[src/rtl/mem_pkg.sv]
// Shared types and constants for the CPU-to-memory handshake controller.
// The wait-counter compare helper lives here so the counter and any future users agree on it.
package mem_pkg;

    localparam int unsigned ADDR_W_DEF  = 16;
    localparam int unsigned DATA_W_DEF  = 16;
    localparam int unsigned TIMEOUT_DEF = 15;
    localparam int unsigned CNT_W       = 8;
    localparam int unsigned CMP_W       = CNT_W + 1;

    localparam logic RNW_READ  = 1'b1;
    localparam logic RNW_WRITE = 1'b0;

    typedef enum logic [1:0] {
        ST_IDLE = 2'd0,
        ST_REQ  = 2'd1,
        ST_DONE = 2'd2
    } mem_state_e;

    // True when one more counted wait cycle brings the count up to the limit.
    function automatic logic next_reaches(input logic [CNT_W-1:0] cnt,
                                          input int unsigned limit);
        return (CMP_W'(cnt) + CMP_W'(1)) >= CMP_W'(limit);
    endfunction

endpackage

[src/rtl/mem_wait_counter.sv]
// Saturating 8-bit wait counter for the memory request phase.
// hit flags the request cycle in which the count would reach TIMEOUT.
module mem_wait_counter
    import mem_pkg::*;
#(
    parameter int unsigned TIMEOUT = TIMEOUT_DEF
)
(
    input  logic clk,
    input  logic rst,
    input  logic clr,
    input  logic en,
    output logic hit
);

    logic [CNT_W-1:0] cnt;

    // Counts request cycles that ended without an ack; sticks at all-ones.
    always_ff @(posedge clk or posedge rst) begin
        if (rst) begin
            cnt <= '0;
        end else if (clr) begin
            cnt <= '0;
        end else if (en && (cnt != '1)) begin
            cnt <= cnt + CNT_W'(1);
        end
    end

    assign hit = next_reaches(cnt, TIMEOUT);

endmodule

[src/rtl/mem_handshake_ctrl.sv]
// Latches a CPU memory request and runs the req/ack handshake with a timeout,
// returning a one-cycle ready pulse and holding the last successfully read word.
module mem_handshake_ctrl
    import mem_pkg::*;
#(
    parameter int unsigned ADDR_W  = ADDR_W_DEF,
    parameter int unsigned DATA_W  = DATA_W_DEF,
    parameter int unsigned TIMEOUT = TIMEOUT_DEF
)
(
    input  logic              clk,
    input  logic              rst,
    input  logic              start,
    input  logic              rnw,
    input  logic [ADDR_W-1:0] addr,
    input  logic [DATA_W-1:0] wdata,
    output logic              ready,
    output logic [DATA_W-1:0] rdata,
    output logic              err,
    output logic              overrun,
    output logic              mem_req,
    output logic              mem_we,
    output logic [ADDR_W-1:0] mem_addr,
    output logic [DATA_W-1:0] mem_wdata,
    input  logic              mem_ack,
    input  logic [DATA_W-1:0] mem_rdata
);

    localparam logic [1:0] IDLE = 2'(ST_IDLE);
    localparam logic [1:0] REQ  = 2'(ST_REQ);
    localparam logic [1:0] DONE = 2'(ST_DONE);

    logic [1:0] state;
    logic [1:0] state_next;
    logic       req_next;
    logic       ready_next;
    logic       err_next;
    logic       overrun_next;
    logic       accept;
    logic       rdata_load;
    logic       cnt_clr;
    logic       cnt_en;
    logic       cnt_hit;

    mem_wait_counter #(
        .TIMEOUT (TIMEOUT)
    ) u_wait_counter (
        .clk (clk),
        .rst (rst),
        .clr (cnt_clr),
        .en  (cnt_en),
        .hit (cnt_hit)
    );

    always_ff @(posedge clk or posedge rst) begin
        if (rst) begin
            state <= IDLE;
        end else begin
            state <= state_next;
        end
    end

    // Next state plus the next values of every registered output.
    always_comb begin
        state_next   = state;
        req_next     = 1'b0;
        ready_next   = 1'b0;
        err_next     = 1'b0;
        overrun_next = overrun;
        accept       = 1'b0;
        rdata_load   = 1'b0;
        cnt_clr      = 1'b0;
        cnt_en       = 1'b0;

        case (state)
            IDLE: begin
                if (start) begin
                    accept     = 1'b1;
                    state_next = REQ;
                    req_next   = 1'b1;
                end
            end
            REQ: begin
                if (start) begin
                    overrun_next = 1'b1;
                end
                // An ack in the timeout cycle still completes cleanly.
                if (mem_ack) begin
                    state_next = DONE;
                    ready_next = 1'b1;
                    rdata_load = ((~mem_we) == RNW_READ);
                end else if (cnt_hit) begin
                    state_next = DONE;
                    ready_next = 1'b1;
                    err_next   = 1'b1;
                end else begin
                    req_next = 1'b1;
                    cnt_en   = 1'b1;
                end
            end
            DONE: begin
                if (start) begin
                    accept     = 1'b1;
                    state_next = REQ;
                    req_next   = 1'b1;
                end else begin
                    state_next = IDLE;
                end
            end
            default: begin
                state_next = IDLE;
            end
        endcase

        cnt_clr = accept;
    end

    always_ff @(posedge clk or posedge rst) begin
        if (rst) begin
            mem_req <= 1'b0;
            ready   <= 1'b0;
            err     <= 1'b0;
            overrun <= 1'b0;
        end else begin
            mem_req <= req_next;
            ready   <= ready_next;
            err     <= err_next;
            overrun <= overrun_next;
        end
    end

    // Request registers change only when a new access is accepted.
    always_ff @(posedge clk or posedge rst) begin
        if (rst) begin
            mem_we    <= 1'b0;
            mem_addr  <= '0;
            mem_wdata <= '0;
        end else if (accept) begin
            mem_we    <= (rnw == RNW_WRITE);
            mem_addr  <= addr;
            mem_wdata <= wdata;
        end
    end

    always_ff @(posedge clk or posedge rst) begin
        if (rst) begin
            rdata <= '0;
        end else if (rdata_load) begin
            rdata <= mem_rdata;
        end
    end

endmodule

[config.mk]
export PLATFORM = sky130hd
export DESIGN_NAME = mem_handshake_ctrl
export DESIGN_NICKNAME = d
export VERILOG_FILES = /design/src/rtl/mem_pkg.sv /design/src/rtl/mem_wait_counter.sv /design/src/rtl/mem_handshake_ctrl.sv
export SDC_FILE = /design/constraint.sdc
export NUM_CORES = 1
export LEC_CHECK = 0
export BUFFER_PORTS_ARGS = -buffer_cell sky130_fd_sc_hd__buf_2
export CAP_MARGIN = 20
export CORE_ASPECT_RATIO = 0.9
export CORE_UTILIZATION = 47
export CTS_CLUSTER_SIZE = 20
export DETAILED_ROUTE_END_ITERATION = 10
export PLACE_DENSITY_LB_ADDON = 0.12
export SLEW_MARGIN = 10
export SYNTH_ARGS = -nofsm -noshare
export SYNTH_HDL_FRONTEND = slang
export SYNTH_SLANG_ARGS = --single-unit
[constraint.sdc]
create_clock -name clk -period 3.2 [get_ports clk]
set_clock_uncertainty 0.2 [all_clocks]
set_input_delay 0.48 -clock clk [delete_from_list [all_inputs] [get_ports clk]]
set_output_delay 0.48 -clock clk [all_outputs]
set_load 0.01 [all_outputs]
# Yosys cells after proc, flatten, opt, wreduce, memory -nomap -nowiden
# Cells that the tools add are included.
totals:
  ff_bits: 63
  latch_bits: 0
  ram_bits: 0
  romBits: 0
  in_bits: 53
  word_cells: 46
  memories: 0
op_classes:
  add_sub_neg: 2
  n_mul: 0
  n_div: 0
  magnitude_cmp: 1
  n_eq_ne: 5
  n_shift: 0
  muxes: 20
  n_bitwise: 2
  reduce_logical: 6
ops:
  columns: ["cell", "count"]
  rows:
  - ["$mux W8", 2]
  - ["$mux W1", 13]
  - ["$add A8 B1 Y9 const B", 1]
  - ["$ge A9 B4 Y1 const B", 1]
  - ["$add A8 B1 Y8 const B", 1]
  - ["$ne A8 B8 Y1 const B", 1]
  - ["$mux W2", 3]
  - ["$pmux W2 S3", 1]
  - ["$reduce_and A2 Y1", 2]
  - ["$ne A3 B3 Y1 const B", 1]
  - ["$eq A2 B1 Y1 const B", 1]
  - ["$eq A2 B2 Y1 const B", 1]
  - ["$logic_not A2 Y1", 1]
  - ["$ne A2 B2 Y1 const B", 1]
  - ["$not A1 Y1", 2]
  - ["$pmux W1 S2", 1]
  - ["$reduce_bool A2 Y1", 1]
  - ["$reduce_or A2 Y1", 1]
  - ["$logic_and A1 B1 Y1", 1]

# Logic depth before layout (Yosys ltp)
logic_depth:
  word_depth: 8
  mapped_depth: 7

# Hierarchy
# A second synthesis with hierarchy kept.
hier_totals:
  hier_cells: 187
  hier_area_um2: 2695.1
modules_own_cells:
  columns: ["module", "instances", "cells_per_inst", "area_each_um2"]
  rows:
  - ["mem_handshake_ctrl", 1, 124, 2107.0]
  - ["mem_wait_counter", 1, 63, 588.1]

# Worst setup path after synthesis
# OpenSTA, ideal clock, no wires.
synth_timing:
  path_kind: "flip-flop to flip-flop"
  from: "register u_wait_counter.cnt[0]"
  to: "register u_wait_counter.cnt[2]"
  arrival_ns: 2.058
  setup_slack_ns: 0.864
  stages_incl_launch_ff: 7
  n_path_buf: 0
  period_less_slack_ns: 2.336
  path_cell_list: "dfrtp_1 -> ha_1 -> a31o_2 -> a211o_1 -> a2111o_1 -> or3_1 -> a21oi_1"
synth_between:
  elab_chain_len: 7
  word_cells_on_any_way: 11
synth_rtl:
  columns: ["item", "line", "source"]
  rows:
  - ["start: declaration", "mem_wait_counter.sv:16", "logic [CNT_W-1:0] cnt;"]
  - ["start signal: assignment", "mem_wait_counter.sv:25", "cnt <= cnt + CNT_W'(1);"]
  - ["$add A8 B1 Y9", "mem_pkg.sv:23", "return (CMP_W'(cnt) + CMP_W'(1)) >= CMP_W'(limit);"]
  - ["$ge A9 B4 Y1", "mem_pkg.sv:23", null]
  - ["$mux W1", "mem_handshake_ctrl.sv:92", "end else if (cnt_hit) begin"]
  - ["$mux W1", "mem_handshake_ctrl.sv:88", "if (mem_ack) begin"]
  - ["$mux W1", "mem_handshake_ctrl.sv:75", "case (state)"]
  - ["$logic_and A1 B1 Y1", "mem_wait_counter.sv:24", "end else if (en && (cnt != '1)) begin"]
  - ["$reduce_bool A2 Y1 (no source line)", null, null]
# Parallel ways exist; a longest one is shown, timed or not. The select of a mux whose other input is x is not followed.
# A chain may end at the register's enable or synchronous reset.

# Worst setup path in the final report
layout_timing:
  from: "register u_wait_counter.cnt[0]"
  to: "register u_wait_counter.cnt[4]"
# The elaborated chain is that of the path after synthesis.

==> results.md <==
* Largest net degree at the start of global routing at 36
* Clock Latency Late Sink at ~0.32 ns
* Rel. slew slack at 60.56%
* Cell Area, Placed at 3147 µm²
* Flop pwr share at a little under half
* Syn_area_per_cell at about 10 µm²
* Final setup fails at 0
* PD cells at about 730 nW/µm²
* Post-layout minimum cycle time at ~2.5 ns
* H-tree lvl count at 3
* WP data required at 3.22 ns
* I/O pin count at 106
* Pins Over Slew Limit at 0
* Startpoint types: flop
* Worst path cell trace: ha_1, a31o_2, a211o_1, a211oi_1, a21oi_1, and2_1
* Inserted Diodes at 0
* Fin cells at 426
* Switching Share at around 30%
* Drt wl/cell at ~12 µm
* Worst-margin pin slew at 0.5884 ns
* Yosys warns at 0
* Vias in the first global route at around 2,000
* Leakage at 0.001827 µW
* WS Path Type: reg -> reg
* Post-route cell area at 3326 µm²
* Clk buf depth at 2
* Initial Utilization at between 50 and 60%
* Dpl ws at between 0.6 and 0.7 ns
* Post-synthesis instance total at 245
* WP buf/inv at 0
* Slowest stage cell, crit path: a211oi_1
* Nets at 413
* Placed insts at just over 400
* Hold Path Class: in -> async
* Final Hold Vio Count at 0
* Die Y-Extent at 71.54 µm
* Int Power at 1690 µW
* Final ANT Viol Nets at 0
* Root Buffer: clkbuf_8
* Die area at 5670 µm²
* Global-route wire length before repair at roughly 9 mm
* Total vias in the final route at a little over 2,000
* Outcome: complete, no violations
* Congestion Overflow GR at 0
* Synthesized Nets at 300
* Initial DRC count at 83
* Area Growth Syn to Fin at 31.71%
* CTS Buf Count at 9
* Multi-input gate area at 899.6 µm²
* Port Buffers at about 110
* CTS tree: yes
* TNS Setup at 0 ns
* Post-synth cell types at 29
* Row count at 24
* Post-CTS setup buffers at 0
* Sink Count at 63
* Synthesized area at 2525 µm²
* Initial antenna violation count at 0
* Clock transition at the registers of the reported paths at 0.06 ns
* # resized after CTS at 0
* Fin crit share at 79.65%
* Max incr delay on CP at around 0.47 ns
* Global Route Usage Sum at 21.07%
* Remaining DRCs at 0
* Reg-to-reg setup timing slack at 0.65 ns
* Max-cap violation count at 0
* Register area at 1577 µm²
* Number of vias per cell at 4.796
* 1st-pass router iterations at 4
* CTS Hold Bufs at 0
* Hold_ws at roughly 0.027 ns
* Max FO, Critical Path at 7
* Routability cong. at 0.8081
* Arr. time, crit path at 2.56 ns
* Sequential share of the synthesized area at 62.44%
* Clk pwr share at a little over a quarter
* Post-DP HPWL at 3.820 mm
* Final worst slack at around 0.65 ns
* Fill cells at 436
* Max frequency at 392.3 MHz
* Crit path max-delay family: compound AO/OA/AOI/OAI gates
* Psw at 726.1 µW
* Logic pwr share at between 20% and 30%
* Die width at 79.26 µm
* Routed WL at between 5 and 6 mm
* RSZ-0062 raised after global routing: false
* Yosys reg bits at between 60 and 70
* Core Box Area at 5015 µm²
* Share of cells above drive strength 1 at 39.34%
* CP endpoint kind: flop
* Max rail drop VDD at 0.0003445 V
==> power by group through the flow <==
stage / Clock, µW / Sequential, µW / Combinational (µW)
floorplan: 0 / 1230 / 261
global route: 697 / 1150 / 734
CTS: 663 / 1120 / 665
detailed placement: 0 / 1130 / 667
global placement: 0 / 1130 / 647
finish: 643 / 1120 / 652
==> per-stage QoR <==
stage	power [µW]	utilization (%)
floorplan	1491	-
global placement	1773	62.75
detailed placement	1798	62.75
CTS	2450	66.32
global route	2582	66.32
finish	2416	66.32
==> layout make-up <==
| class | instances | area share [%] |
|---|---|---|
| inverters | 7 | 0.7901 |
| flip-flops and latches | 63 | 47.40 |
| clock buffers | 13 | 4.477 |
| clock inverters | 1 | 0.9029 |
| multi-input cells | 167 | 27.05 |
| well taps | 65 | 2.445 |
| repair buffers | 110 | 16.93 |
==> cell families after synthesis <==
kind of cell             count (synthesis)  synth area share (%)
flip-flops                              63                 62.44
AND/OR/NAND/NOR                        125                 20.86
buffers and inverters                   15                 2.230
adder cells (fa/ha/maj)                  2                0.9909
multiplexers                            16                 7.136
AO/OA/AOI/OAI                           24                 6.343
==> path summary, 6_finish.rpt <==
kind | start | end | cells past startpoint
setup / recovery | u_wait_counter.cnt[0] | u_wait_counter.cnt[4] | 6
hold / removal | rst | rdata[6] | 3
setup reg to reg | u_wait_counter.cnt[0] | u_wait_counter.cnt[4] | 6
hold reg to reg | mem_wdata[3] | mem_wdata[3] | 2
max in group asynchronous | rst | mem_addr[14] | 3
min in group clk | wdata[3] | mem_wdata[3] | 3
==> state kept, by name, indices dropped and copies added (netlist names) <==
register            cells
err                     1
mem_wdata              16
mem_req                 1
ready                   1
rdata                  16
mem_addr               16
mem_we                  1
state                   2
u_wait_counter.cnt      8
overrun                 1
==> placed cells by master (no fill, tap or decap), types with 2 or more instances in the layout <==
cell type,Yosys,routed
and2_1,6,6
clkbuf_8,0,10
o21ai_0,3,3
buf_4,0,5
mux2_2,16,16
nor3_1,3,2
nand2b_1,2,2
clkbuf_1,8,3
dfrtp_1,63,63
a211oi_1,2,2
nor2b_1,2,2
nand4_1,3,3
nand3_1,2,2
buf_2,0,105
nor2_1,3,2
nand2_1,99,99
inv_1,7,6
a21oi_1,8,8
a21o_1,4,4
ha_1,2,2
==> cell usage after synthesis <==
| master | instances | area [µm²] |
|---|---|---|
| a2111o_1 | 1 | 11.26 |
| mux2_2 | 16 | 180.2 |
| o21bai_1 | 1 | 7.510 |
| nand2_1 | 99 | 371.6 |
| nand3_1 | 2 | 10.01 |
| nor2_1 | 3 | 11.26 |
| or3b_1 | 1 | 8.760 |
| or4b_2 | 1 | 10.01 |
| and2_1 | 6 | 37.54 |
| nand4_1 | 3 | 18.77 |
| clkbuf_1 | 8 | 30.03 |
| and3_1 | 1 | 6.260 |
| a31o_2 | 1 | 8.760 |
| o22a_1 | 1 | 8.760 |
| nor4_1 | 1 | 6.260 |
| a211o_1 | 1 | 8.760 |
| o22ai_1 | 1 | 6.260 |
| a211oi_1 | 2 | 15.01 |
| inv_1 | 7 | 26.28 |
| a21oi_1 | 8 | 40.04 |
| nor2b_1 | 2 | 12.51 |
| nand2b_1 | 2 | 12.51 |
| a21o_1 | 4 | 30.03 |
| ha_1 | 2 | 25.02 |
| nor3_1 | 3 | 15.01 |
| dfrtp_1 | 63 | 1577 |
| or3_1 | 1 | 6.260 |
| o21ai_0 | 3 | 15.01 |
| o41ai_1 | 1 | 8.760 |
==> per-layer routing <==
layer | vias up | wire, µm | GRT usage [%]
met2 | 92 | 2345 | 32.09
li1 | 1028 | - | -
met5 | - | 0 | 0
met3 | 6 | 490 | 7.389
met1 | 917 | 2385 | 27.83
met4 | 0 | 61 | 8.283
==> worst min-delay path, cell delays in order <==
cell and delay (ns):
buf_2 0.10, inv_2 0.04, buf_4 0.34
No activity file was read; power rests on OpenSTA's default activity.
